`src/rtl/csr_led_pwm.sv`:
```
// csr_led_pwm: CSR-mapped PWM/blink driver for the board LED.
// CTRL (at Addr) holds en, inv and prescale. DUTY (at Addr+1) holds the staged duty and period.
// A prescaled free-running counter is compared against a shadow copy of duty/period.
// The shadow copy reloads at each period wrap, so a DUTY write never cuts a period short.
// csr_op uses the RISC-V funct3 encoding. Other encodings read but do not write.
module csr_led_pwm #(
   parameter logic [11:0] Addr          = 12'h001,
   parameter int unsigned PwmWidth      = 8,
   parameter int unsigned PrescaleWidth = 8
) (
   input  logic        clk,
   input  logic        reset,
   input  logic        csr_enable,
   input  logic [11:0] csr_addr,
   input  logic [4:0]  rs1_zimm,
   input  logic [31:0] rs1_data,
   input  logic [2:0]  csr_op,
   output logic [31:0] out,
   output logic        led
);

   typedef enum logic [2:0] {
      CSRRW  = 3'b001,
      CSRRS  = 3'b010,
      CSRRC  = 3'b011,
      CSRRWI = 3'b101,
      CSRRSI = 3'b110,
      CSRRCI = 3'b111
   } csr_op_t;

   localparam logic [11:0]              DutyAddr = Addr + 12'd1;
   localparam logic [PwmWidth-1:0]      CntOne   = PwmWidth'(1);
   localparam logic [PrescaleWidth-1:0] PreOne   = PrescaleWidth'(1);

   // Architectural state
   logic                     en;
   logic                     inv;
   logic [PrescaleWidth-1:0] prescale;
   logic [PwmWidth-1:0]      duty;
   logic [PwmWidth-1:0]      period;
   logic [PwmWidth-1:0]      duty_sh;
   logic [PwmWidth-1:0]      period_sh;
   logic [PrescaleWidth-1:0] pre_cnt;
   logic [PwmWidth-1:0]      cnt;

   // Decode and control
   logic        sel_ctrl;
   logic        sel_duty;
   logic        wr_valid;
   logic        wr_ctrl;
   logic        wr_duty;
   logic        en_next;
   logic        run;
   logic        tick;
   logic        wrap;
   logic [31:0] ctrl_rd;
   logic [31:0] duty_rd;
   logic [31:0] old_val;
   logic [31:0] src;
   logic [31:0] wdata;

   // Bits of wdata outside the defined fields are intentionally dropped on write.
   logic [31:0] unused_wdata;
   assign unused_wdata = wdata;

   // Decode the CSR access, form the read value and the read-modify-write result
   always_comb begin
      // NOTE: every signal driven here gets a default first, so no path can leave one unassigned and infer a latch.
      sel_ctrl = csr_enable && (csr_addr == Addr);
      sel_duty = csr_enable && (csr_addr == DutyAddr);

      ctrl_rd                       = '0;
      ctrl_rd[0]                    = en;
      ctrl_rd[1]                    = inv;
      ctrl_rd[8 +: PrescaleWidth]   = prescale;

      duty_rd                       = '0;
      duty_rd[0 +: PwmWidth]        = duty;
      duty_rd[PwmWidth +: PwmWidth] = period;

      old_val = sel_ctrl ? ctrl_rd : (sel_duty ? duty_rd : '0);
      src     = csr_op[2] ? {27'd0, rs1_zimm} : rs1_data;

      wr_valid = 1'b1;
      wdata    = old_val;
      case (csr_op)
         CSRRW, CSRRWI: wdata = src;
         CSRRS, CSRRSI: wdata = old_val | src;
         CSRRC, CSRRCI: wdata = old_val & ~src;
         default:       wr_valid = 1'b0;
      endcase

      wr_ctrl = sel_ctrl && wr_valid;
      wr_duty = sel_duty && wr_valid;

      // Counting runs only while en is set both before and after this edge.
      // Enabling therefore starts from zero one cycle later, and disabling zeroes the counters at once.
      en_next = wr_ctrl ? wdata[0] : en;
      run     = en && en_next;
      tick    = (pre_cnt == prescale);
      wrap    = tick && (cnt == period_sh);
   end

   assign out = old_val;

   // CSR-visible CTRL fields and DUTY staging registers
   always_ff @(posedge clk) begin
      // NOTE: state is updated with non-blocking assignments, so every block sees pre-edge values at the edge.
      if (reset) begin
         en       <= 1'b0;
         inv      <= 1'b0;
         prescale <= '0;
         duty     <= '0;
         period   <= '0;
      end else begin
         if (wr_ctrl) begin
            en       <= wdata[0];
            inv      <= wdata[1];
            prescale <= wdata[8 +: PrescaleWidth];
         end
         if (wr_duty) begin
            duty   <= wdata[0 +: PwmWidth];
            period <= wdata[PwmWidth +: PwmWidth];
         end
      end
   end

   // Prescaler, PWM counter and shadow duty/period (shadows load pre-write staging values)
   always_ff @(posedge clk) begin
      if (reset) begin
         pre_cnt   <= '0;
         cnt       <= '0;
         duty_sh   <= '0;
         period_sh <= '0;
      end else if (run) begin
         if (tick) begin
            pre_cnt <= '0;
            if (wrap) begin
               cnt       <= '0;
               duty_sh   <= duty;
               period_sh <= period;
            end else begin
               cnt <= cnt + CntOne;
            end
         end else begin
            pre_cnt <= pre_cnt + PreOne;
         end
      end else begin
         pre_cnt   <= '0;
         cnt       <= '0;
         duty_sh   <= duty;
         period_sh <= period;
      end
   end

   // Registered LED from the pre-edge counter, so led trails cnt by one cycle
   always_ff @(posedge clk) begin
      if (reset) begin
         led <= 1'b0;
      end else begin
         led <= en & ((cnt < duty_sh) ^ inv);
      end
   end

endmodule

```
`config.mk`:
```
export PLATFORM = sky130hd
export DESIGN_NAME = csr_led_pwm
export DESIGN_NICKNAME = d
export VERILOG_FILES = /design/src/rtl/csr_led_pwm.sv
export SDC_FILE = /design/constraint.sdc
export NUM_CORES = 1
export LEC_CHECK = 0
export CAP_MARGIN = 5
export CORE_MARGIN = 2
export CORE_UTILIZATION = 40
export CTS_BUF_LIST = sky130_fd_sc_hd__clkbuf_8 sky130_fd_sc_hd__clkbuf_16
export CTS_CLUSTER_SIZE = 14
export DETAILED_ROUTE_END_ITERATION = 8
export PLACE_DENSITY_LB_ADDON = 0.12
export SETUP_SLACK_MARGIN = 0.1
export SYNTH_ARGS = -nofsm -noshare
export SYNTH_HDL_FRONTEND = slang
export SYNTH_SLANG_ARGS = --single-unit
```
`constraint.sdc`:
```
create_clock -name clk -period 3.8 [get_ports clk]
set_input_delay 1.14 -clock clk [delete_from_list [all_inputs] [get_ports clk]]
set_output_delay 1.14 -clock clk [all_outputs]
set_load 0.05 [all_outputs]
```
Word level (Yosys, flattened, before mapping)
Index checks and enable logic that the tools add are counted.
{ "word_totals": {"register_bits": 59, "in_bits": 55, "output_inout_bits": 33, "word_cells": 57} }
{ "classes": {"add_sub_neg": 2, "order_cmp": 1, "eq_ne": 12, "muxes": 13, "bitwise": 6, "n_reduce_logical": 13} }
{ "op_table": {"columns": ["op", "n"], "rows": [
  ["$mux 8", 7],
  ["$mux 16", 3],
  ["$pmux 16 s3", 1],
  ["$add 8x1->8 const B", 2],
  ["$and 16x16->16", 1],
  ["$eq 8x8->1", 2],
  ["$not 16->16", 1],
  ["$or 16x16->16", 1],
  ["$eq 12x1->1 const B", 1],
  ["$eq 12x2->1 const B", 1],
  ["$eq 3x3->1 const B", 3],
  ["$lt 8x8->1", 1],
  ["$reduce_or 2->1", 4],
  ["$eq 3x2->1 const B", 2],
  ["$logic_and 1x1->1", 6],
  ["$reduce_or 6->1", 1],
  ["$ne 2x1->1 const B", 2],
  ["$eq 3x1->1 const B", 1],
  ["$reduce_or 3->1", 1],
  ["$mux 1", 2],
  ["$reduce_and 2->1", 1],
  ["$and 1x1->1", 1],
  ["$not 1->1", 1],
  ["$xor 1x1->1", 1]
]} }

Depth between registers and ports, before layout
Gate-level depths: netlist of the first run.
{ "depth": {"word_depth": 10, "depth_mapped": 9} }

Worst setup path before layout of the first run
Ideal clock, no wire load.
{ "synth_timing": {"kind": "input to output", "start": "in csr_addr[9]", "end": "out out[10]", "t_arrival_ns": 2.998, "t_required_ns": 2.660, "slack_ns": -0.338, "stages": 5, "path_buffers": 2, "cell_sequence": "or4_4 or2_1 buf_2 buf_6 a21oi_1"} }
{ "synth_between": {"elab_chain_cells": 4} }
{ "synth_rtl": {"columns": ["item", "line_no", "source"], "rows": [
  ["start: declaration", "14", "input logic [11:0] csr_addr,"],
  ["$eq 12x2->1", "70", "sel_duty = csr_enable && (csr_addr == DutyAddr);"],
  ["$logic_and 1x1->1", "70", null],
  ["$mux 16", "81", "old_val = sel_ctrl ? ctrl_rd : (sel_duty ? duty_rd : '0);"],
  ["$mux 16 (*)", "81", null],
  ["end: declaration", "18", "output logic [31:0] out,"]
]} }
Every way passes the cells marked *; elsewhere a longest branch is shown, timed or not.

Final worst setup path of the first run
{ "layout_timing": {"start": "in csr_addr[10]", "end": "out out[15]"} }
Same word-level chain as after synthesis.

==> qor.yml, run 1 <==
logic_synthesis:
  avgSynthCellArea_um2: 8.18
  synth-seq-cells: 59
  yosysTopAreaCellShare_pct: 33.4
  synth_edf_count: 0
  synthCells: 432
  async_flop_share_pct: 0
  synth_top_area_cell: "dfxtp_1"
  netlist_area_um2: 3530
  synth_area_leaders: "dfxtp_1 (33%), xnor2_1 (7.2%), mux2i_1 (5.9%), nand2_1 (5.4%), a21oi_1 (4.8%)"
  ys.flop_type: "dfxtp_1"
  yosysSeqAreaShare_pct: 33.4
  ys_warn_count: 0
  synth.distinct_cells: 50
sta:
  max_slew_margin_pct: 52.7
  setup_viol: 0
  fin_tns_setup_ps: 0
  worstMarginPinSlew_ps: 703
  period_share_pct: 97.4
  rsz0062_at_grt: "true"
  slew_viol_final: 0
  finClkSkew_ps: 8.63
  fmax_mhz: 270
  final.min_clock_period_ps: 3700
  hold_viol: 0
clock_network:
  clock_latency_ps: 330
  cts.sinks: 59
  numCtsBuffers: 9
  cts-root-buf: "clkbuf_8"
  cts_hold_buf: 0
  clockBufferDepth: 2
  cts.htree.levels: 3
  clkSlewWorstSetupHoldPaths_ps: 70
  cts_tree: "built"
floorplan:
  start_util_pct: 40.9
  die_x_um: 98.0
  io_pins: 88
  placementRows: 34
  dieHeight_um: 98.0
  die_area_um2: 9600
  core_um2: 8640
setup_path:
  cp.required_ps: 2660
  worst_setup_path_end_kind: "primary output"
  path_class: "primary input to primary output"
  start_kind: "primary input"
  worstPathArrival_ps: 2560
  cp_max_fo: 6
global_routing:
  grt-ovfl-total: 0
  grt_pass1_wl_mm: 15.6
  antenna_found_initial: 0
  grt_pass1_vias: 3242
  grt_max_degree: 22
  track_usage_pct: 19.9
finish:
  antenna_cells: 0
  final_layout_size_suffix_gt1_share_pct: 21.3
  syn2layout_area_growth_pct: 40.6
  final_nets: 577
  final_cell_mix: "dfxtp_1 (59), nand2_1 (51), nor2_1 (44)"
  fill_cells: 773
  mostFrequentLayoutCell: "dfxtp_1"
power_and_ir_drop:
  power.total_w: 0.00150
  power_density_nw_per_um2: 302
  ir_drop_mv: 0.152
  p_leak_nw: 1.80
drt:
  wl_per_cell_um: 14.6
  vias: 3199
  drt_wl_total_mm: 9.15
  antenna_left: 0
  drc: 0
  firstDrtPassIters: 4
  drtIter0Drc: 124
  routed_via_density: 5.12
run_status:
  status: "finished, final reports clean"
place:
  dp_hpwl_mm: 6.63
  io_buffers: 55
  place_congestion: 0.806
run:
  drv_cap: 0
worst_hold_path:
  min_path_type: "register to register"
==> cell usage after synthesis (7+ instances only) <==
library cell	n
ha_1	9
inv_1	10
nand3_1	25
xnor2_1	29
clkbuf_1	13
a21oi_1	34
and2_1	13
nor2_1	45
buf_4	17
nand2_1	51
dfxtp_1	59
nand4_1	7
nor2b_1	10
mux2i_1	21
a2bb2oi_1	11
xor2_1	8
==> stage by stage <==
stage / utilization [%] / cells / cell area (µm²) / hold WS (ps) / worst slack [ps]
after floorplan: - / 447 / 3640 / 446 / -21.8
after global routing: 57.5 / 625 / 4970 / 508 / 69.7
after CTS: 57.0 / 622 / 4930 / 485 / 72.3
after global placement: 51.6 / 596 / 4460 / 465 / -236
final: 57.5 / 625 / 4970 / 487 / 98.0
after detailed placement: 51.6 / 596 / 4460 / 476 / -256
==> flip-flops by register name, indices dropped and copies added (netlist names) <==
| register | flops |
|---|---|
| inv | 1 |
| en | 1 |
| duty | 8 |
| led | 1 |
| period | 8 |
| period_sh | 8 |
| cnt | 8 |
| duty_sh | 8 |
| pre_cnt | 8 |
| prescale | 8 |
==> routing by layer <==
layer / vias to the layer above / track usage, % / share of wire, % / wire length [µm]
met5: - / 0 / 0 / 0
met4: 0 / 7.05 / 2.2 / 202
met3: 19 / 3.79 / 3.7 / 337
met2: 86 / 33.9 / 49 / 4460
met1: 1487 / 25.0 / 45 / 4160
li1: 1607 / - / - / -
==> what timing repair did <==
action                     CTS  global route
gates cloned                 4             0
gates resized for setup     46             9
buffers inserted             7             3
setup endpoints to repair   16            11
pin swaps                    8             8
==> cell families (layout without fill, tap and decap cells) <==
group / Yosys count / after routing / synth area share, %
adders and majority gates: 9 / 9 / 3.19
other: 1 / 16 / 0.106
xor gates and xnor gates: 37 / 37 / 9.17
muxes: 22 / 22 / 6.27
and+or+nand+nor: 183 / 183 / 26.1
DFF: 59 / 59 / 33.4
buffers and inverters: 49 / 119 / 7.72
AOI/OAI and AO/OA: 72 / 72 / 14.1
==> path summary, 6_finish.rpt <==
kind	depth (start not counted)	slack [ps]	from	to
hold / removal	2	490	prescale[3]	prescale[3]
setup / recovery	6	100	csr_addr[10]	out[15]
hold reg to reg	2	490	prescale[3]	prescale[3]
setup reg to reg	7	1750	pre_cnt[0]	duty_sh[4]
==> final cells by class <==
| type | instances | area [µm²] | share of cell area [%] |
|---|---|---|---|
| multi-input cells | 339 | 2300 | 46.4 |
| flip-flops and latches | 59 | 1180 | 23.8 |
| repair buffers | 93 | 1060 | 21.3 |
| clock buffers | 11 | 151 | 3.05 |
| well taps | 108 | 135 | 2.72 |
| clock inverters | 4 | 97.6 | 1.96 |
| inverters | 11 | 41.3 | 0.831 |
==> power breakdown <==
group | leakage [nW] | switching (W) | total (W) | internal, W
combinational | 1.21 | 0.0000957 | 0.000166 | 0.0000703
clock | 0.122 | 0.000246 | 0.000714 | 0.000468
sequential | 0.475 | 0.0000000201 | 0.000618 | 0.000618
==> worst max-delay path: stages <==
cell and delay, ps:
buf_6 90, or4_4 530, or2_4 310, buf_12 160
a21oi_4 170, buf_12 160
Note: power is estimated with default switching activity, not from simulation.
==> inputs of run 2 (changes only) <==
==> constraint.sdc (replaced) <==
create_clock -name clk -period 3.5 [get_ports clk]
set_input_delay 1.05 -clock clk [delete_from_list [all_inputs] [get_ports clk]]
set_output_delay 1.05 -clock clk [all_outputs]
set_load 0.05 [all_outputs]
==> run 2 against run 1 <==
The run now ends with negative setup slack left. Clock power is 25% lower. Wire length is 0.99% lower. Utilization is 0.38 points lower. Combinational power is 9% higher. Largest cell class unchanged. Highest routed layer unchanged. Setup slack worse by 100 ps. Non-clock buffer count is 3 higher.
==> qor.yml, run 2 (synthesis gave the netlist of run 1 again) <==
run_status:
  status: "complete, but fails checks"
  violations: "negative setup slack"
finish:
  final_nets: 580  # +0.52%
  final_layout_size_suffix_gt1_share_pct: 23.0  # +1.8 points
  antenna_cells: 0  # unchanged
  fin_cells: 629  # +0.64%
  mostFrequentLayoutCell: "dfxtp_1"
  final_cell_mix: "dfxtp_1 (59), nand2_1 (51), nor2_1 (44)"
  syn2layout_area_growth_pct: 39.6
global_routing:
  track_usage_pct: 19.6  # -0.30 points
  grt_use_met3_pct: 4.29  # +0.50 points
  antenna_found_initial: 0  # unchanged
  grt_max_degree: 31  # +41%
  grt_use_met1_pct: 25.8  # +0.75 points
  grt_pass1_wl_mm: 15.2  # -2.8%
  use_met2_pct: 32.9  # -1.1 points
  grt-ovfl-total: 0  # unchanged
  grt_pass1_vias: 3121  # -3.7%
  top_usage_layer: "met2"
floorplan:
  io_pins: 88  # unchanged
  placementRows: 34  # unchanged
  dieHeight_um: 98.0  # unchanged
  core_um2: 8640  # unchanged
  start_util_pct: 40.9  # unchanged
  die_area_um2: 9600  # unchanged
  die_x_um: 98.0  # unchanged
clock_network:
  clockBufferDepth: 2  # unchanged
  cts-root-buf: "clkbuf_8"
  cts.sinks: 59  # unchanged
  clkSlewWorstSetupHoldPaths_ps: 60  # about the same
  numCtsBuffers: 9  # unchanged
  cts_tree: "built"
  cts_hold_buf: 0  # unchanged
  cts.htree.levels: 3  # unchanged
  clock_latency_ps: 340  # about the same
setup_path:
  reg2reg_slack_ps: 1560  # -190 ps
  crit_top_cell: "buf_12"
  crit_path_cell_trace: "buf_6, or4_4, or2_4, buf_12, a21oi_4, buf_12"
  crit_family: "simple AND/OR/NAND/NOR gates"
  worstPathArrival_ps: 2450  # -110 ps
  path_class: "primary input to primary output"
  crit_slowest_cell: "or4_4"
  cp_max_fo: 6  # unchanged
  worst_setup_path_end_kind: "primary output"
  cpPeakStageDelay_ps: 530  # about the same
  worst-path-buf-inv: 3  # unchanged
  cp.required_ps: 2450  # -210 ps
  start_kind: "primary input"
drt:
  vias: 3221  # +0.69%
  wl_per_cell_um: 14.4  # -1.6%
  antenna_left: 0  # unchanged
  routed_via_density: 5.12  # about the same
  drc: 0  # unchanged
  firstDrtPassIters: 4  # unchanged
  drtIter0Drc: 156  # +26%
  drt_wl_total_mm: 9.06  # -0.99%
run:
  drv_cap: 0  # unchanged
sta:
  setup_viol: 3  # +3
  max_slew_margin_pct: 60.2  # +7.5 points
  fmax_mhz: 285
  worstMarginPinSlew_ps: 591  # -112 ps
  layout_setup_ws_ps: -3.58  # -102 ps
  hold_viol: 0  # unchanged
  fin_tns_setup_ps: -7.59  # -7.59 ps
  final.min_clock_period_ps: 3500
  period_share_pct: 100
  rsz0062_at_grt: "true"
  finClkSkew_ps: 9.45  # +0.816 ps
  slew_viol_final: 0  # unchanged
power_and_ir_drop:
  p_leak_nw: 1.77  # -1.8%
  power_density_nw_per_um2: 282  # -6.6%
  power.total_w: 0.00139  # -7.2%
  p_int_w: 0.00100  # -13%
  seqPwrFrac_pct: 48.3  # +7.0 points
  ir_drop_mv: 0.178  # +18%
  pwr-share-clk_pct: 38.7  # -9.0 points
  switching_power_w: 0.000389  # +14%
  p_sw_share_pct: 28.0  # +5.2 points
  p_comb_share_pct: 13.0  # +1.9 points
worst_hold_path:
  min_path_type: "register to register"
place:
  place_congestion: 0.843  # +4.6%
  dp_hpwl_mm: 6.74  # +1.7%
  io_buffers: 55  # unchanged
  placedCellCount: 600  # +0.67%
[run 2: cell count changes in the layout (fill, tap and decap cells not counted), moves of 3 or more]
cell / change
bufinv_16: -3
nand3_1: -10
clkinv_2: +4
nand3_2: +10
[run 2: timing repair]
item                       in CTS  in global routing
gates cloned                    2                  0
pin swaps                      13                  2
setup buffers                   9                  2
resized for setup              52                  2
setup endpoints to repair      16                 16
[run 2: worst register-to-register path, cell delays in order, from the launching register on]
cell      delay (ps)
dfxtp_1          450
xnor2_1          150
nand4_1          150
nor4_1           590
a211oi_4          60
buf_4            210
mux2i_1          160
nor2_1            60
[run 2: worst paths after layout]
| path | start | end | cells after the start |
|---|---|---|---|
| setup / recovery | csr_addr[10] | out[12] | 6 |
| hold / removal | duty_sh[6] | duty_sh[6] | 2 |
| setup reg to reg | pre_cnt[0] | duty_sh[0] | 7 |
| hold reg to reg | duty_sh[6] | duty_sh[6] | 2 |
[run 2: power groups by stage]
stage | sequential, W | clock (W) | combinational (W)
5_1_grt | 0.000671 | 0.000580 | 0.000193
6_report | 0.000671 | 0.000538 | 0.000181
3_5_place_dp | 0.000686 | 0 | 0.000174
3_3_place_gp | 0.000686 | 0 | 0.000171
2_1_floorplan | 0.000686 | 0 | 0.000117
4_1_cts | 0.000671 | 0.000548 | 0.000181
[run 2: per-layer routing]
metal  share of wire, %  vias to the layer above
met5                  0                        -
met4               0.90                        0
met3                4.0                       10
met2                 48                       79
met1                 47                     1521
li1                   -                     1611
[run 2: per-stage QoR]
stage | utilization, % | setup WS [ps] | instance area [µm²] | hold slack [ps]
floorplan | - | 4.51 | 3720 | 446
global route | 57.2 | -40.2 | 4940 | 530
global placement | 52.7 | -313 | 4550 | 466
finish | 57.2 | -3.58 | 4940 | 496
CTS | 56.9 | -9.77 | 4910 | 496
detailed placement | 52.7 | -313 | 4550 | 473
[run 2: final cells by class]
type | count | area [µm²]
clock buffer | 9 | 124
clock inverter | 7 | 45.0
fill | 771 | 3700
inverter | 11 | 41.3
multi-input combinational | 339 | 2330
sequential | 59 | 1180
tap | 108 | 135
timing repair buffer | 96 | 1080
